===== src/rtl/config_master.sv =====
// -----------------------------------------------------------------------------
// config_master
//   Initiator end of the Valid/Addr/Data configuration bus. Write requests are
//   queued in a small FIFO and each one goes out as a single-cycle Valid strobe.
//   For writes to ACK_ADDR the master waits for the target's Ack (Load_config)
//   or times out. Every write is followed by an enforced idle gap.
//
// Ports
//   i_clk        system clock, rising edge
//   i_rst        synchronous reset, active high
//   i_req_valid  request present
//   o_req_ready  queue can accept (not full)
//   i_req_addr   request target address
//   i_req_data   request write data
//   o_valid      bus strobe, one cycle per write
//   o_addr       bus address, held from issue until the next issue
//   o_data       bus data, held like o_addr
//   i_ack        target load acknowledge
//   o_done       one-cycle pulse: write completed
//   o_err        one-cycle pulse: ack timeout
//   o_busy       FSM not idle
//   o_pending    entries currently queued
// -----------------------------------------------------------------------------
module config_master #(
    parameter int unsigned              CONFIG_WIDTH = 2,
    parameter int unsigned              FIFO_DEPTH   = 4,
    parameter logic [CONFIG_WIDTH-1:0]  ACK_ADDR     = 2'b10,
    parameter int unsigned              ACK_TIMEOUT  = 16,
    parameter int unsigned              GAP_CYCLES   = 2,
    localparam int unsigned             PEND_W       = $clog2(FIFO_DEPTH + 1)
) (
    input  logic                    i_clk,
    input  logic                    i_rst,
    input  logic                    i_req_valid,
    output logic                    o_req_ready,
    input  logic [CONFIG_WIDTH-1:0] i_req_addr,
    input  logic [CONFIG_WIDTH-1:0] i_req_data,
    output logic                    o_valid,
    output logic [CONFIG_WIDTH-1:0] o_addr,
    output logic [CONFIG_WIDTH-1:0] o_data,
    input  logic                    i_ack,
    output logic                    o_done,
    output logic                    o_err,
    output logic                    o_busy,
    output logic [PEND_W-1:0]       o_pending
);

    localparam int unsigned PTR_W = $clog2(FIFO_DEPTH);
    localparam int unsigned TO_W  = $clog2(ACK_TIMEOUT);
    localparam int unsigned GAP_W = $clog2(GAP_CYCLES + 1);

    typedef enum logic [1:0] {
        StIdle,
        StIssue,
        StWaitAck,
        StGap
    } state_e;

    state_e                        r_state, w_state_next;
    logic [2*CONFIG_WIDTH-1:0]     r_mem [FIFO_DEPTH];
    logic [PTR_W-1:0]              r_wr_ptr, r_rd_ptr;
    logic [PEND_W-1:0]             r_count;
    logic [CONFIG_WIDTH-1:0]       r_addr, r_data;
    logic [TO_W-1:0]               r_to_cnt, w_to_cnt_next;
    logic [GAP_W-1:0]              r_gap_cnt, w_gap_cnt_next;
    logic                          r_done, r_err;
    logic                          w_done_next, w_err_next;
    logic                          w_full, w_empty, w_push, w_pop;

    assign w_full  = (r_count == PEND_W'(FIFO_DEPTH));
    assign w_empty = (r_count == '0);
    assign w_push  = i_req_valid && !w_full;
    // The head is popped straight into the bus registers on leaving idle.
    assign w_pop   = (r_state == StIdle) && !w_empty;

    // Next-state and pulse generation
    always_comb begin
        w_state_next   = r_state;
        w_to_cnt_next  = r_to_cnt;
        w_gap_cnt_next = r_gap_cnt;
        w_done_next    = 1'b0;
        w_err_next     = 1'b0;
        case (r_state)
            StIdle: begin
                if (!w_empty) begin
                    w_state_next = StIssue;
                end
            end
            StIssue: begin
                // Ack during issue is stale and deliberately not looked at.
                w_to_cnt_next  = '0;
                w_gap_cnt_next = '0;
                if (r_addr == ACK_ADDR) begin
                    w_state_next = StWaitAck;
                end else begin
                    w_state_next = StGap;
                    w_done_next  = 1'b1;
                end
            end
            StWaitAck: begin
                if (i_ack) begin
                    // Ack wins even on the final timeout cycle.
                    w_state_next   = StGap;
                    w_done_next    = 1'b1;
                    w_gap_cnt_next = '0;
                end else if (r_to_cnt == TO_W'(ACK_TIMEOUT - 1)) begin
                    w_state_next   = StGap;
                    w_err_next     = 1'b1;
                    w_gap_cnt_next = '0;
                end else begin
                    w_to_cnt_next = r_to_cnt + TO_W'(1);
                end
            end
            StGap: begin
                if (r_gap_cnt == GAP_W'(GAP_CYCLES - 1)) begin
                    w_state_next = StIdle;
                end else begin
                    w_gap_cnt_next = r_gap_cnt + GAP_W'(1);
                end
            end
            default: begin
                w_state_next = StIdle;
            end
        endcase
    end

    // FSM and counters
    always_ff @(posedge i_clk) begin
        if (i_rst) begin
            r_state   <= StIdle;
            r_to_cnt  <= '0;
            r_gap_cnt <= '0;
            r_done    <= 1'b0;
            r_err     <= 1'b0;
            r_addr    <= '0;
            r_data    <= '0;
        end else begin
            r_state   <= w_state_next;
            r_to_cnt  <= w_to_cnt_next;
            r_gap_cnt <= w_gap_cnt_next;
            r_done    <= w_done_next;
            r_err     <= w_err_next;
            if (w_pop) begin
                {r_addr, r_data} <= r_mem[r_rd_ptr];
            end
        end
    end

    // FIFO pointers and occupancy
    always_ff @(posedge i_clk) begin
        if (i_rst) begin
            r_wr_ptr <= '0;
            r_rd_ptr <= '0;
            r_count  <= '0;
        end else begin
            if (w_push) begin
                r_wr_ptr <= r_wr_ptr + PTR_W'(1);
            end
            if (w_pop) begin
                r_rd_ptr <= r_rd_ptr + PTR_W'(1);
            end
            case ({w_push, w_pop})
                2'b10:   r_count <= r_count + PEND_W'(1);
                2'b01:   r_count <= r_count - PEND_W'(1);
                default: r_count <= r_count;
            endcase
        end
    end

    // FIFO storage; contents need no reset since the pointers define validity.
    always_ff @(posedge i_clk) begin
        if (!i_rst && w_push) begin
            r_mem[r_wr_ptr] <= {i_req_addr, i_req_data};
        end
    end

    assign o_req_ready = !w_full;
    assign o_valid     = (r_state == StIssue);
    assign o_addr      = r_addr;
    assign o_data      = r_data;
    assign o_done      = r_done;
    assign o_err       = r_err;
    assign o_busy      = (r_state != StIdle);
    assign o_pending   = r_count;

endmodule


===== config.mk =====
export PLATFORM = sky130hd
export DESIGN_NAME = config_master
export DESIGN_NICKNAME = d
export VERILOG_FILES = /design/src/rtl/config_master.sv
export SDC_FILE = /design/constraint.sdc
export NUM_CORES = 1
export LEC_CHECK = 0
export ABC_AREA = 1
export CORE_MARGIN = 2
export CORE_UTILIZATION = 55
export DETAILED_ROUTE_END_ITERATION = 10
export DONT_BUFFER_PORTS = 1
export GPL_TIMING_DRIVEN = 0
export PLACE_DENSITY = 0.7
export SKIP_LAST_GASP = 1
export SYNTH_ARGS = -nofsm -noshare
export SYNTH_HDL_FRONTEND = slang
export SYNTH_SLANG_ARGS = --single-unit

===== constraint.sdc =====
create_clock -name i_clk -period 5.4 [get_ports i_clk]
set_clock_uncertainty 0.2 [all_clocks]
set_input_delay 1.08 -clock i_clk [delete_from_list [all_inputs] [get_ports i_clk]]
set_output_delay 1.08 -clock i_clk [all_outputs]
set_load 0.05 [all_outputs]

[Word-level counts from Yosys, hierarchy flattened]
Memory sizes are Yosys's and may differ from the RTL's. A register that Yosys moved wholly into a read port is not among the register bits.
Index checks and enable logic that the tools add are counted.
W data, S select, Z words.
Operators by class
  add/sub/neg operators: 6
  muxes and demuxes: 20
  reductions and logical operators: 16
  eq/ne operators: 15
  bitwise operators: 1
Operators by type and width (count)
  $mux W2: 7
  $ne A2 B2 Y1 const B: 5
  $reduce_and A3 Y1: 3
  $eq A2 B2 Y1 const B: 4
  $mux W4: 2
  $pmux W2 S4: 1
  $pmux W4 S2: 1
  $add A2 B1 Y2 const B: 3
  $eq A2 B1 Y1 const B: 3
  $mux W1: 6
  $pmux W2 S3: 1
  $pmux W3 S2: 1
  $reduce_bool A2 Y1: 3
  $add A4 B1 Y4 const B: 1
  $eq A4 B4 Y1 const B: 1
  $add A3 B1 Y3 const B: 1
  $eq A3 B3 Y1 const B: 1
  $logic_and A1 B1 Y1: 3
  $logic_not A1 Y1: 3
  $logic_not A3 Y1: 1
  $ne A3 B3 Y1 const B: 1
  $reduce_bool A3 Y1: 1
  $reduce_or A3 Y1: 1
  $sub A3 B1 Y3 const B: 1
  3 further kinds: 3
Storage, ports and cells
  output and inout bits: 12
  RAM bits: 16
  bits in registers: 17
  bits of input ports: 8
  memories: 1
Memory list
  r_mem: depth 4, width 4, read ports 1, clocked after Yosys merged registers in 1, write ports 1, RTL line 60  | logic [2*CONFIG_WIDTH-1:0] r_mem [FIFO_DEPTH];

[Longest topological paths before layout]
Gate-level depths: netlist (run 1).
  depth in word-level cells: 6
  mapped depth: 12
  gate-level depth less buffers: 12

[Worst setup path after synthesis (run 1)]
Ideal clock, no wire load.
  path type: reg2reg
  start point: reg r_count[2] (netlist: o_pending[2])
  end point: reg r_count[2] (netlist: o_pending[2])
  arrival time: 2301 ps
  path buffers: 0
  cell stages (with the launch flop): 10
  period minus slack after synthesis: 2620 ps
  setup slack: 2780 ps
  path through: dfxtp_1 -> nand2_1 -> nand2_1 -> ha_1 -> inv_1 -> fa_1 -> nand2_1 -> nand3_1 -> o21ai_0 -> a21oi_1
On the way
  word-level cells in the longest chain between the ends: 5
  elaborated cells between the ends (all ways): 12
RTL lines
  start: declaration: RTL line 62  | logic [PEND_W-1:0] r_count;
  start signal: assignment: RTL line 163  | 2'b10: r_count <= r_count + PEND_W'(1);
  start signal: assignment: RTL line 164  | 2'b01: r_count <= r_count - PEND_W'(1);
  start signal: assignment: RTL line 165  | default: r_count <= r_count;
  $eq A3 B3 Y1 *: RTL line 70  | assign w_full = (r_count == PEND_W'(FIFO_DEPTH));
  $logic_not A1 Y1 *
  named net o_req_ready: RTL line 35  | output logic o_req_ready,
  $logic_and A1 B1 Y1 *: RTL line 72  | assign w_push = i_req_valid && !w_full;
  $eq A2 B1 Y1 or $eq A2 B2 Y1 (tied branches): RTL line 162  | case ({w_push, w_pop})
  $pmux W3 S2 or $reduce_bool A2 Y1 (tied branches)
Mark *: on every way through the listed nets, which the timed path passes. The rest lies on a longest branch.
A chain may end at the register's enable or synchronous reset.

[Worst setup path after layout (run 1)]
  start point: reg r_count[1] (netlist: o_pending[1])
  end point: out o_req_ready
On the way
  word-level cells in the longest chain between the ends: 2
RTL lines
  $eq A3 B3 Y1: RTL line 70
  $logic_not A1 Y1: RTL line 177  | assign o_req_ready = !w_full;
  end: declaration: RTL line 35
No other way between the ends.

==> flow_metrics.env, run 1 <==
export IMPL_setup_tns_ps=0
export IMPL_dpl_worst_slack_ps=2580
export IMPL_cp_slowest_cell="dfxtp_1"
export IMPL_yosysSeqAreaShare_pct=50.8
export IMPL_ir_worst_vdd_uv=297
export IMPL_gr_total_overflow=0
export IMPL_rsz0062_at_grt="false"
export IMPL_synth_area_um2=1770
export IMPL_dieArea_um2=3690
export IMPL_worstMarginPinSlew_ps=583
export IMPL_start_kind="register"
export IMPL_wirelength_um=3160
export IMPL_switchingPower_uw=489
export IMPL_final_cell_mix="nor2_1, nand2_1, inv_1, dfxtp_1, o21ai_1"
export IMPL_die_x_um=60.8
export IMPL_coreArea_um2=3050
export IMPL_gp_congestion=0.859
export IMPL_cp_required_ps=4120
export IMPL_cts_setup_buffers=0
export IMPL_final_common_cell="nor2_1"
export IMPL_crit_type="reg2out"
export IMPL_synthDistinctLibCells=22
export IMPL_ctsResizeCount=0
export IMPL_vias=1305
export IMPL_placed_area_um2=1830
export IMPL_first_global_vias=1242
export IMPL_yosysWarnings=0
export IMPL_power_uw=1020
export IMPL_initial_core_util_pct=58.1
export IMPL_clock_fmax_mhz=351
export IMPL_fill_cells=274
export IMPL_cts_tree="done"
export IMPL_slowest_delay_ps=710
export IMPL_grtUsageTotal_pct=19.8
export IMPL_firstDrtPassIters=4
export IMPL_grt_pass1_wl_um=5220
export IMPL_final_hold_viol_count=0
export IMPL_area_growth_pct=6.00
export IMPL_drive_gt1_share_pct=11.9
export IMPL_setup_viol=0
export IMPL_wl_per_cell_um=12.0
export IMPL_clkPwrFrac_pct=13.5
export IMPL_fin_nets=238
export IMPL_wl_met3_um=191
export IMPL_p_leak_uw=0.000793
export IMPL_portBuffers=0
export IMPL_fp_row_count=20
export IMPL_cp_num_buf_inv=0
export IMPL_m1WireLength_um=1430
export IMPL_synth_cells=210
export IMPL_clockBufferDepth=2
export IMPL_clock_root_buffer="clkbuf_4"
export IMPL_cts_sinks=37
export IMPL_fin_area_um2=1880
export IMPL_swShare_pct=48.0
export IMPL_cp_data_arrival_time_ps=1570
export IMPL_path_cells="nor2_2 > nand2_1"
export IMPL_dp_hpwl_um=2390
export IMPL_status="completed"
export IMPL_period_share_pct=52.7
export IMPL_worstHoldPathType="reg2reg"
export IMPL_ant_nets=0
export IMPL_diodes=0
export IMPL_antenna_found_initial=0
export IMPL_via_per_inst=4.98
export IMPL_io_pins=20
export IMPL_syn_num_nets=231
export IMPL_critPathMaxFanout=4
export IMPL_comb_power_share_pct=40.8
export IMPL_cts_clk_slew_worst_paths_ps=100
export IMPL_avgSynthCellArea_um2=8.44
export IMPL_cts_htree_levels=2
export IMPL_pwr_share_seq_pct=45.7
export IMPL_grt_max_degree=12
export IMPL_clk_latency_ps=340
export IMPL_cts_buffers=5
export IMPL_critPathCaptureType="primary output"
export IMPL_met2_wirelength_um=1500
export IMPL_intPower_uw=530
export IMPL_die_y_um=60.8
export IMPL_synth_seq_cells=37
export IMPL_layout_setup_ws_ps=2550
export IMPL_cts_hold_buf=0
export IMPL_slew_headroom_pct=61.1
export IMPL_crit_family="flip-flops"
export IMPL_route_detailed_drc=0
export IMPL_dr_max_layer_used="met4"
export IMPL_drv_slew=0
export IMPL_max_cap_violations=0
export IMPL_drt_initial_drc_count=58
export IMPL_powerDensity_nw_per_um2=542
export IMPL_period_needed_ps=2850
==> per-layer routing <==
| metal | vias to the layer above | track usage (%) |
|---|---|---|
| met5 | - | 0 |
| met4 | 0 | 7.14 |
| met3 | 5 | 9.17 |
| met2 | 26 | 31.3 |
| met1 | 580 | 23.6 |
| li1 | 694 | - |
==> area by class of cell <==
| type | count | area (um^2) | share of cell area, % |
|---|---|---|---|
| Sequential cell | 37 | 901 | 47.9 |
| Multi-Input combinational cell | 139 | 732 | 38.9 |
| Inverter | 31 | 116 | 6.19 |
| Tap cell | 44 | 55.1 | 2.93 |
| Clock buffer | 6 | 41.3 | 2.20 |
| Buffer | 3 | 23.8 | 1.26 |
| Clock inverter | 2 | 10.0 | 0.533 |
==> path summary, 6_finish.rpt <==
| check | depth (start not counted) | startpoint | to | slack, ps |
|---|---|---|---|---|
| worst max-delay path | 2 | o_pending[1] | o_req_ready | 2550 |
| worst min-delay path | 2 | r_gap_cnt[1] | r_gap_cnt[1] | 300 |
| worst max register to register | 9 | o_pending[2] | o_pending[2] | 2560 |
| worst min register to register | 2 | r_gap_cnt[1] | r_gap_cnt[1] | 300 |
==> synthesized netlist by cell type (all sizes together) <==
library cell   n  area share [%]
edfxtp        16              27
clkbuf         1            0.78
nand4          1            0.35
a21oi         10             3.0
inv           31             6.6
ha            12             8.5
dfxtp         21              24
fa             1             1.1
a21boi         1            0.42
nand3          8             2.5
nor3           1            0.28
nor2          49              11
buf            2            0.56
nor4           1            0.35
o21ai         24             6.8
nand2         31             7.3
==> registers in the layout, indices dropped and copies added, names as in the netlist <==
register and flops:
r_rd_ptr 2, r_gap_cnt 2, o_addr 2, r_wr_ptr 2, o_err 1, o_done 1, o_pending 3, r_to_cnt 4
o_data 2, r_state 2, r_mem 16
==> worst register-to-register path: stages, from the launching register on <==
cell	delay (ps)
dfxtp_1	690
nand2_1	490
nand2_1	310
ha_1	200
inv_1	70
fa_1	390
nand2_1	90
nand3_1	90
o21ai_0	160
a21oi_1	50
==> power groups by stage <==
stage	registers (uW)	clock network [uW]	logic, uW
final	466	138	415
after detailed placement	472	0	415
after global placement	468	0	396
after floorplan	458	0	346
after global routing	470	157	482
after CTS	465	144	418
==> kinds of logic (layout without fill, tap and decap cells) <==
| logic type | after synthesis | in the layout | share of synthesized area (%) |
|---|---|---|---|
| adders and majority gates | 13 | 13 | 9.60 |
| buffers and inverters | 34 | 42 | 7.90 |
| and+or+nand+nor | 91 | 91 | 21.5 |
| AOI/OAI and AO/OA | 35 | 35 | 10.2 |
| DFF | 37 | 37 | 50.8 |
==> stage by stage <==
step           std cells  hold slack (ps)  utilization [%]
2_1_floorplan        210              252                -
3_3_place_gp         254              265             59.9
3_5_place_dp         254              285             59.9
4_1_cts              262              303             61.6
5_1_grt              262              328             61.6
6_report             262              303             61.6
Note: power is estimated with default switching activity, not from simulation.
==> run 2: changes to the inputs <==
==> constraint.sdc (replaced) <==
create_clock -name i_clk -period 3 [get_ports i_clk]
set_clock_uncertainty 0.2 [all_clocks]
set_input_delay 0.6 -clock i_clk [delete_from_list [all_inputs] [get_ports i_clk]]
set_output_delay 0.6 -clock i_clk [all_outputs]
set_load 0.05 [all_outputs]
==> run 2 against run 1 <==
Sequential cell count unchanged; final area increased by 0.13%; global-route usage unchanged; largest cell class unchanged; die area unchanged; via count unchanged; sequential share of layout area decreased by 0.064 points; count of clock-buffer cells in the layout unchanged; hold slack got worse by 190 ps; largest power group unchanged; critical endpoint is now o_pending[2].
==> flow_metrics.env, run 2 (synthesized netlist as in run 1, its figures left out) <==
export IMPL_vias=1305
export IMPL_grt_max_degree=12
export IMPL_start_kind="register"
export IMPL_largest_reg_flops=16
export IMPL_first_global_vias=1242
export IMPL_cp_required_ps=3040
export IMPL_ant_nets=0
export IMPL_drive_gt1_share_pct=12.4
export IMPL_critPathCaptureType="register"
export IMPL_period_share_pct=87.8
export IMPL_grtUsageTotal_pct=19.8
export IMPL_clockBufferDepth=2
export IMPL_register_area_um2=901
export IMPL_initial_core_util_pct=58.1
export IMPL_cts_tree="done"
export IMPL_diodes=0
export IMPL_dieArea_um2=3690
export IMPL_cts_setup_buffers=0
export IMPL_route_detailed_drc=0
export IMPL_cts_htree_levels=2
export IMPL_cp_slowest_cell="dfxtp_1"
export IMPL_cts_clk_slew_worst_paths_ps=100
export IMPL_p_leak_uw=0.000794
export IMPL_die_y_um=60.8
export IMPL_wirelength_um=3160
export IMPL_antenna_found_initial=0
export IMPL_setup_viol=0
export IMPL_gr_total_overflow=0
export IMPL_ir_worst_vdd_uv=535
export IMPL_cts_sinks=37
export IMPL_fin_nets=238
export IMPL_setup_tns_ps=0
export IMPL_status="completed"
export IMPL_max_cap_violations=0
export IMPL_final_common_cell="nor2_1"
export IMPL_cts_hold_buf=0
export IMPL_gp_congestion=0.859
export IMPL_dp_hpwl_um=2390
export IMPL_cp_num_buf_inv=1
export IMPL_coreArea_um2=3050
export IMPL_die_x_um=60.8
export IMPL_multi_input_area_um2=734
export IMPL_crit_family="simple AND/OR/NAND/NOR gates"
export IMPL_cp_data_arrival_time_ps=2680
export IMPL_crit_type="reg2reg"
export IMPL_portBuffers=0
export IMPL_powerDensity_nw_per_um2=976
export IMPL_drv_slew=0
export IMPL_placed_area_um2=1830
export IMPL_timing_critical_path_mode_cell="nand2_1"
export IMPL_rsz0062_at_grt="false"
export IMPL_ctsResizeCount=0
export IMPL_final_cell_mix="nor2_1, nand2_1, inv_1, dfxtp_1, o21ai_1"
export IMPL_io_pins=20
export IMPL_via_per_inst=4.98
export IMPL_fin_area_um2=1880
export IMPL_fp_row_count=20
export IMPL_firstDrtPassIters=4
export IMPL_wl_per_cell_um=12.0
export IMPL_path_cells="nand2_2 > nand2_1 > ha_1 > inv_1 > fa_1 > nand2_1 > nand3_1 > o21ai_0 > a21oi_1"
export IMPL_period_needed_ps=2630
export IMPL_slew_headroom_pct=61.1
export IMPL_critPathMaxFanout=5
export IMPL_clk_latency_ps=340
export IMPL_worstHoldPathType="in2reg"
export IMPL_regMostFlops="r_mem"
export IMPL_slowest_delay_ps=700
export IMPL_clock_fmax_mhz=380
export IMPL_fill_cells=273
export IMPL_area_growth_pct=6.14
export IMPL_clock_root_buffer="clkbuf_4"
export IMPL_worstMarginPinSlew_ps=583
export IMPL_cts_buffers=5
export IMPL_final_hold_viol_count=0
export IMPL_grt_pass1_wl_um=5220
export IMPL_drt_initial_drc_count=58
[run 2: cell counts in the layout (fill, tap and decap cells not counted)]
No cell type changed its count.
[run 2: cell type report]
cell class                      instances  area share [%]
Inverter                               31            6.18
Clock inverter                          2           0.532
Tap cell                               44            2.93
Multi-Input combinational cell        139            39.0
Buffer                                  3            1.26
Sequential cell                        37            47.9
Clock buffer                            6            2.19
[run 2: final timing paths]
path / startpoint / end / slack (ps) / cells after the start
min reg2reg: r_gap_cnt[1] / r_gap_cnt[1] / 300 / 2
min: i_rst / o_done / 120 / 1
max reg2reg: o_pending[2] / o_pending[2] / 370 / 9
max: o_pending[2] / o_pending[2] / 370 / 9
[run 2: per-stage QoR]
stage	worst slack [ps]	power (uW)	util (%)	hold WS, ps	instances
final	367	1840	61.6	116	262
after global routing	191	2000	61.6	90.5	262
after CTS	148	1850	61.6	97.8	262
after detailed placement	176	1600	59.9	285	254
after global placement	253	1560	59.9	265	254
after floorplan	380	1450	-	252	210
[run 2: layer usage]
metal | share of wire [%] | vias up | track usage [%]
met1 | 45 | 580 | 23.6
met3 | 6.1 | 5 | 9.17
li1 | - | 694 | -
met4 | 1.4 | 0 | 7.14
met5 | 0 | - | 0
met2 | 47 | 26 | 31.3
[run 2: report_power, final]
group	internal [uW]	total [uW]	switching (uW)
logic	239	750	511
registers	627	839	212
clock network	89.2	248	159
